==> config.mk <==
export PLATFORM = sky130hd
export DESIGN_NAME = top_decode
export DESIGN_NICKNAME = d
export VERILOG_FILES = /design/src/rtl/top_decode.sv
export SDC_FILE = /design/constraint.sdc
export NUM_CORES = 1
export LEC_CHECK = 0
export CORE_AREA = 2 2 112 114
export CTS_CLUSTER_SIZE = 8
export DETAILED_ROUTE_END_ITERATION = 7
export DIE_AREA = 0 0 114 116
export GPL_TIMING_DRIVEN = 0
export PLACE_DENSITY_LB_ADDON = 0.15
export SLEW_MARGIN = 20
export SYNTH_ARGS = -nofsm -noshare
export SYNTH_HDL_FRONTEND = slang
export SYNTH_SLANG_ARGS = --single-unit
export TNS_END_PERCENT = 1
==> constraint.sdc <==
create_clock -name clk -period 2.51 [get_ports clk]
set_input_delay 0.753 -clock clk [delete_from_list [all_inputs] [get_ports clk]]
set_output_delay 0.753 -clock clk [all_outputs]
set_load 0.005 [all_outputs]
==> src/rtl/top_decode.sv <==
// Decode stage of the multi-cycle RV32I core: registers decoded fields of inst on phase_decode.
// Optional RV32M decode is enabled by defining RV32M_EN; otherwise mul_div is tied to 0.
module top_decode #(
    parameter int              XLEN         = 32,
    parameter logic [XLEN-1:0] RESET_VECTOR = 32'h8000_0000
) (
    input  logic            clk,
    input  logic            rst,
    input  logic            phase_decode,
    input  logic            stall_fetch,
    input  logic [31:0]     inst,
    input  logic [XLEN-1:0] curr_pc_fd,
    input  logic [XLEN-1:0] next_pc_fd,
    output logic [XLEN-1:0] curr_pc_de,
    output logic [XLEN-1:0] next_pc_de,
    output logic [4:0]      rs1_sel,
    output logic [4:0]      rs2_sel,
    output logic [4:0]      rd_sel,
    output logic [XLEN-1:0] imm,
    output logic [3:0]      alu_ctl,
    output logic            use_imm,
    output logic            reg_write,
    output logic            mem_read,
    output logic            mem_write,
    output logic [1:0]      jump_type,
    output logic            mul_div,
    output logic            illegal_inst,
    output logic            valid_de
);

    typedef enum logic [6:0] {
        OPC_LUI      = 7'b0110111,
        OPC_AUIPC    = 7'b0010111,
        OPC_JAL      = 7'b1101111,
        OPC_JALR     = 7'b1100111,
        OPC_BRANCH   = 7'b1100011,
        OPC_LOAD     = 7'b0000011,
        OPC_STORE    = 7'b0100011,
        OPC_OP_IMM   = 7'b0010011,
        OPC_OP       = 7'b0110011,
        OPC_MISC_MEM = 7'b0001111,
        OPC_SYSTEM   = 7'b1110011
    } opcode_e;

    typedef enum logic [1:0] {
        JT_NONE   = 2'b00,
        JT_JAL    = 2'b01,
        JT_JALR   = 2'b10,
        JT_BRANCH = 2'b11
    } jump_e;

    logic [6:0] opcode;
    logic [2:0] funct3;
    logic [6:0] funct7;

    assign opcode = inst[6:0];
    assign funct3 = inst[14:12];
    assign funct7 = inst[31:25];

    logic [4:0]  rd_d;
    logic [31:0] imm32_d;
    logic [3:0]  alu_ctl_d;
    logic        use_imm_d;
    logic        reg_write_d;
    logic        mem_read_d;
    logic        mem_write_d;
    jump_e       jump_d;
    logic        illegal_d;
`ifdef RV32M_EN
    logic        mul_div_d;
`endif

    always_comb begin
        // NOTE: every output of this block gets a default first so no path can infer a latch.
        rd_d        = inst[11:7];
        imm32_d     = '0;
        alu_ctl_d   = {1'b0, funct3};
        use_imm_d   = 1'b0;
        reg_write_d = 1'b0;
        mem_read_d  = 1'b0;
        mem_write_d = 1'b0;
        jump_d      = JT_NONE;
        illegal_d   = 1'b0;
`ifdef RV32M_EN
        mul_div_d   = 1'b0;
`endif

        if (inst[1:0] != 2'b11) begin
            illegal_d = 1'b1;
        end else begin
            case (opcode)
                OPC_LUI, OPC_AUIPC: begin
                    imm32_d     = {inst[31:12], 12'b0};
                    use_imm_d   = 1'b1;
                    reg_write_d = 1'b1;
                end
                OPC_JAL: begin
                    imm32_d     = {{12{inst[31]}}, inst[19:12], inst[20], inst[30:21], 1'b0};
                    use_imm_d   = 1'b1;
                    reg_write_d = 1'b1;
                    jump_d      = JT_JAL;
                end
                OPC_JALR: begin
                    imm32_d     = {{20{inst[31]}}, inst[31:20]};
                    use_imm_d   = 1'b1;
                    reg_write_d = 1'b1;
                    jump_d      = JT_JALR;
                end
                OPC_BRANCH: begin
                    imm32_d = {{20{inst[31]}}, inst[7], inst[30:25], inst[11:8], 1'b0};
                    rd_d    = 5'd0;
                    jump_d  = JT_BRANCH;
                end
                OPC_LOAD: begin
                    imm32_d     = {{20{inst[31]}}, inst[31:20]};
                    use_imm_d   = 1'b1;
                    reg_write_d = 1'b1;
                    mem_read_d  = 1'b1;
                end
                OPC_STORE: begin
                    imm32_d     = {{20{inst[31]}}, inst[31:25], inst[11:7]};
                    rd_d        = 5'd0;
                    use_imm_d   = 1'b1;
                    mem_write_d = 1'b1;
                end
                OPC_OP_IMM: begin
                    imm32_d     = {{20{inst[31]}}, inst[31:20]};
                    use_imm_d   = 1'b1;
                    reg_write_d = 1'b1;
                    if (funct3 == 3'b001 || funct3 == 3'b101) alu_ctl_d[3] = inst[30];
                end
                OPC_OP: begin
                    reg_write_d  = 1'b1;
                    alu_ctl_d[3] = inst[30];
                    if (funct7 == 7'b0000000 || funct7 == 7'b0100000) begin
                        illegal_d = 1'b0;
`ifdef RV32M_EN
                    end else if (funct7 == 7'b0000001) begin
                        mul_div_d = 1'b1;
`endif
                    end else begin
                        illegal_d = 1'b1;
                    end
                end
                OPC_MISC_MEM, OPC_SYSTEM: begin
                    alu_ctl_d = 4'd0;
                end
                default: illegal_d = 1'b1;
            endcase
        end

        // An illegal encoding must not trigger any architectural side effect downstream.
        if (illegal_d) begin
            imm32_d     = '0;
            alu_ctl_d   = 4'd0;
            use_imm_d   = 1'b0;
            reg_write_d = 1'b0;
            mem_read_d  = 1'b0;
            mem_write_d = 1'b0;
            jump_d      = JT_NONE;
`ifdef RV32M_EN
            mul_div_d   = 1'b0;
`endif
        end
        if (rd_d == 5'd0) reg_write_d = 1'b0;
    end

    logic [XLEN-1:0] curr_pc_q, next_pc_q, imm_q;
    logic [4:0]      rs1_q, rs2_q, rd_q;
    logic [3:0]      alu_ctl_q;
    logic            use_imm_q, reg_write_q, mem_read_q, mem_write_q;
    logic            illegal_q, valid_q;
    jump_e           jump_q;
`ifdef RV32M_EN
    logic            mul_div_q;
`endif

    // NOTE: sequential state uses non-blocking assignments so all registers update together.
    always_ff @(posedge clk) begin
        if (rst) begin
            curr_pc_q   <= RESET_VECTOR;
            next_pc_q   <= RESET_VECTOR + XLEN'(4);
            rs1_q       <= '0;
            rs2_q       <= '0;
            rd_q        <= '0;
            imm_q       <= '0;
            alu_ctl_q   <= '0;
            use_imm_q   <= 1'b0;
            reg_write_q <= 1'b0;
            mem_read_q  <= 1'b0;
            mem_write_q <= 1'b0;
            jump_q      <= JT_NONE;
            illegal_q   <= 1'b0;
            valid_q     <= 1'b0;
`ifdef RV32M_EN
            mul_div_q   <= 1'b0;
`endif
        end else if (phase_decode) begin
            if (stall_fetch) begin
                // Bubble: kill side effects only; PCs and decoded fields keep their values.
                valid_q     <= 1'b0;
                reg_write_q <= 1'b0;
                mem_read_q  <= 1'b0;
                mem_write_q <= 1'b0;
                jump_q      <= JT_NONE;
            end else begin
                curr_pc_q   <= curr_pc_fd;
                next_pc_q   <= next_pc_fd;
                rs1_q       <= inst[19:15];
                rs2_q       <= inst[24:20];
                rd_q        <= rd_d;
                imm_q       <= XLEN'($signed(imm32_d));
                alu_ctl_q   <= alu_ctl_d;
                use_imm_q   <= use_imm_d;
                reg_write_q <= reg_write_d;
                mem_read_q  <= mem_read_d;
                mem_write_q <= mem_write_d;
                jump_q      <= jump_d;
                illegal_q   <= illegal_d;
                valid_q     <= 1'b1;
`ifdef RV32M_EN
                mul_div_q   <= mul_div_d;
`endif
            end
        end
    end

    assign curr_pc_de   = curr_pc_q;
    assign next_pc_de   = next_pc_q;
    assign rs1_sel      = rs1_q;
    assign rs2_sel      = rs2_q;
    assign rd_sel       = rd_q;
    assign imm          = imm_q;
    assign alu_ctl      = alu_ctl_q;
    assign use_imm      = use_imm_q;
    assign reg_write    = reg_write_q;
    assign mem_read     = mem_read_q;
    assign mem_write    = mem_write_q;
    assign jump_type    = jump_q;
    assign illegal_inst = illegal_q;
    assign valid_de     = valid_q;
`ifdef RV32M_EN
    assign mul_div      = mul_div_q;
`else
    assign mul_div      = 1'b0;
`endif

endmodule

### Yosys cells after proc, flatten, opt, wreduce, memory -nomap -nowiden

Index checks and enable logic that the tools add are counted.

* register bits after elaboration: 123
* output and inout port bits: 124
* logic and storage cells: 76
* input port bits: 100

* reductions and logical operators: 12
* eq/ne operators: 15
* bitwise logic cells: 1
* muxes and demuxes: 34

Operators by type and width (number)
* $pmux W32 S5: 1
* $mux W32: 2
* $eq A7 B6 Y1 const B: 4
* $eq A7 B7 Y1 const B: 4
* $mux W1: 20
* $eq A7 B5 Y1 const B: 2
* $reduce_or A7 Y1: 2
* $mux W5: 2
* $reduce_or A10 Y1: 1
* $mux W4: 2
* $eq A7 B2 Y1 const B: 1
* $eq A7 B4 Y1 const B: 1
* $logic_not A7 Y1: 1
* $mux W2: 3
* $pmux W2 S3: 1
* $reduce_or A2 Y1: 3
* $logic_not A5 Y1: 1
* $pmux W1 S2: 2
* $eq A3 B1 Y1 const B: 1
* $eq A3 B3 Y1 const B: 1
* $mux W3: 1
* $reduce_or A3 Y1: 1
* $logic_or A1 B1 Y1: 2
* $ne A2 B2 Y1 const B: 1
* other kinds (2): 2

### Logic depth before layout (Yosys ltp)

* word-level depth: 8
* mapped depth: 7
* mapped depth without buffers: 5

### Worst setup path after synthesis

Ideal clock, no wire load.

* kind: input port to flip-flop
* from: input inst[4]
* to: register imm_q[12] (netlist: imm[12])
* buffers on the path: 2
* library setup time: 67 ps
* stages: 7
* data arrival time: 2290 ps
* path slack: 153 ps
* data required time: 2443 ps
* cell sequence: buf_6 -> nand2b_4 -> or4_4 -> a31o_2 -> or2_4 -> buf_6 -> o21ai_2

* longest elaborated chain between the ends: 5
* elaborated cells on any way between the ends: 19
* classes of those cells: eq/ne: 11; mux: 5; reduce/logical: 3

Ends and longest elaborated chain
* start: declaration: line 11 `input logic [31:0] inst,`
* $eq A7 B5 Y1 (tied with other cells): line 91 `case (opcode)`
* $reduce_or A10 Y1 (no source line) (tied with other cells)
* $pmux W1 S2 or $pmux W32 S5 (tied branches): line 91
* $mux W1 or $mux W32 (tied branches): line 88 `if (inst[1:0] != 2'b11) begin`
* $mux W32 (*): line 153 `if (illegal_d) begin`
* end signal: assignment: line 212 `imm_q <= XLEN'($signed(imm32_d));`
* end: declaration: line 168 `logic [XLEN-1:0] curr_pc_q, next_pc_q, imm_q;`

Mark *: on every way between the ends. The rest lies on a longest branch, timed or not.
A chain may end at the register's enable or synchronous reset.

### Worst setup path in the final report

* from: input inst[5]
* to: register imm_q[21] (netlist: imm[21])

Same word-level chain as after synthesis.

==> metrics.txt <==
status complete, but fails checks; violated checks DRC; Core ar. 11900 um2; min setup slack post-route 0.0120 ns; Max Clock Freq 400 MHz; # hold bufs at CTS 0; Worst Skew 0 ns; R2R Path Start reg_write; mean area per synthesized cell 8.22 um2; Vias 4996; initial antenna violation count 0; Distinct cells, synth 49; die area 13200 um2; net count after synthesis 682; drt first pass iters 8; CTS H-tree depth 4; DP Worst Slack -0.656 ns; first-pass GRT wire length 24.6 mm; fin. max-slew vios 0; Clock Latency Late Sink 0.41 ns; Area Overhead vs Synth 63.7%; PD cells 647 nW/um2; Synth Register Bits 123; sequential share of the synthesized area 51.5%; setup violators final 0; Initial Util 40.2%; Hold Path Origin next_pc_de[8]; required arrival time at the worst endpoint 2.86 ns; routability congestion estimate 0.939; minimum clock period 2.50 ns; count of flip-flops with a built-in enable after synthesis 0; TritonCTS buffer count 17; DP Wirelength 12.0 mm; clk buf depth 2; Slew @ Worst Pin 0.541 ns; die height 116 um; gr usage total 24.0%; DRT antenna net count 0; commonest cells after routing, fill and taps aside clkdlybuf4s50_1 (217), nand2_1 (183), dfxtp_1 (123); DRC viols 3; Async SR Flop Fraction 0%; cell row count 40; Iter 0 DRT Violations 326; total grt overflow 0; TritonCTS sink count 123; most common cell after layout, fill and taps aside clkdlybuf4s50_1; post-route cell area 7830 um2; average wire per standard cell 16.2 um; vias in the first global route 4801; WL final 16.0 mm; number of top-level pins 224; fin nets 924; share of post-route cells with drive strength above 1 9.32%; Setup CP Type primary input to flop; chip width 114 um; Placed Area 7170 um2; CTS tree built; ant diodes 0; Via density 5.08; Max IR drop VDD 0.000341 V; Fin. Hold Viols 0; min-delay worst type flop to flop; crit path DAT 2.85 ns; largest net degree at the start of global routing 17; port bufs 220; warnings from Yosys 0; Max Fanout on Critical Path 10; Slew HR 63.9%; CTS root buf clkbuf_16; max_cap viols 0; Crit. End Element flop; Leak 2.81 nW; Gate Count Post-Synth 582; top_reg_cell synth dfxtp_1; period utilization 99.5%; clock-pin slew on the worst setup and hold paths 0.06 ns; Mapped Area 4780 um2; RSZ-0062 raised after global routing yes; crit path launch type primary input; crit path from inst[5]
## timing repair
action / 4_1_cts / 5_1_grt
buffers inserted: 3 / 0
setup endpoints to repair: 28 / 103
pin swaps: 2 / 2
resized for setup: 9 / 10
## cell families after synthesis
group                  count (synthesis)  synth area share (%)
other                                  1                0.0784
buffers and inverters                 48                  4.37
AOI/OAI and AO/OA                    161                  20.8
muxes                                  3                 0.654
DFF                                  123                  51.5
and+or+nand+nor                      246                  22.6
## path summary, 6_finish.rpt
| check | to | slack, ns | cells after the start |
|---|---|---|---|
| max | imm[21] | 0.01 | 8 |
| min | next_pc_de[8] | 0.45 | 2 |
| max reg2reg | reg_write | 1.56 | 2 |
| min reg2reg | next_pc_de[8] | 0.45 | 2 |
## report_power, final
part | total, mW | switching, mW | internal (mW)
logic | 0.557 | 0.247 | 0.310
clock network | 2.46 | 0.899 | 1.56
registers | 2.05 | 0.0321 | 2.02
## through the flow
step / cells / hold WS, ns / TNS, ns / power (mW) / util, %
after floorplan: 582 / 0.448 / 0 / 2.28 / -
after global placement: 949 / 0.440 / -44.08 / 2.63 / 60.2
after detailed placement: 949 / 0.445 / -46.25 / 2.64 / 60.2
after CTS: 984 / 0.455 / 0 / 5.11 / 65.6
after global routing: 984 / 0.469 / -0.438 / 5.27 / 65.7
final: 984 / 0.454 / 0 / 5.07 / 65.7
## final cells by class
cell class                      count  area (um2)
Fill cell                        1040        4080
Multi-Input combinational cell    411        2150
Clock inverter                     14         170
Sequential cell                   123        2460
Timing Repair Buffer              223        2220
Clock buffer                       18         429
Buffer                             45         205
Inverter                            3        11.3
Tap cell                          147         184
## synthesized netlist by cell type (all sizes together), types with 3 or more instances
cell type  instances  area [um2]
nand2            184         691
dfxtp            123        2460
a21oi            105         526
clkbuf            31         116
o21ai             23         190
buf               14        81.3
nor2              13        48.8
a22o               9        78.8
nand3              8        40.0
nor2b              7        43.8
nand2b             6        45.0
a211oi             5        42.5
nand3b             5        37.5
a222oi             4        40.0
or4                4        33.8
inv                3        11.3
nor3               3        15.0
or3                3        18.8
## critical path, stage by stage
cell             delay [ns]
clkdlybuf4s50_1        0.46
buf_2                  0.21
or3_1                  0.37
buf_2                  0.18
a31o_2                 0.31
or2_4                  0.27
buf_6                  0.16
o21ai_2                0.13
## sequential cells by signal (all words and copies together) (netlist names), 2 cells and up
name        cells
alu_ctl         4
curr_pc_de     32
imm            32
jump_type       2
next_pc_de     32
rd_sel          5
rs1_sel         5
rs2_sel         5
## layer usage
| metal | part of all wire [%] | up-vias | global-route usage [%] |
|---|---|---|---|
| li1 | - | 2470 | - |
| met1 | 40 | 2307 | 27.0 |
| met2 | 49 | 195 | 41.6 |
| met3 | 8.8 | 24 | 8.68 |
| met4 | 2.0 | 0 | 9.84 |
| met5 | 0 | - | 0 |
No activity file was read; power rests on OpenSTA's default activity.
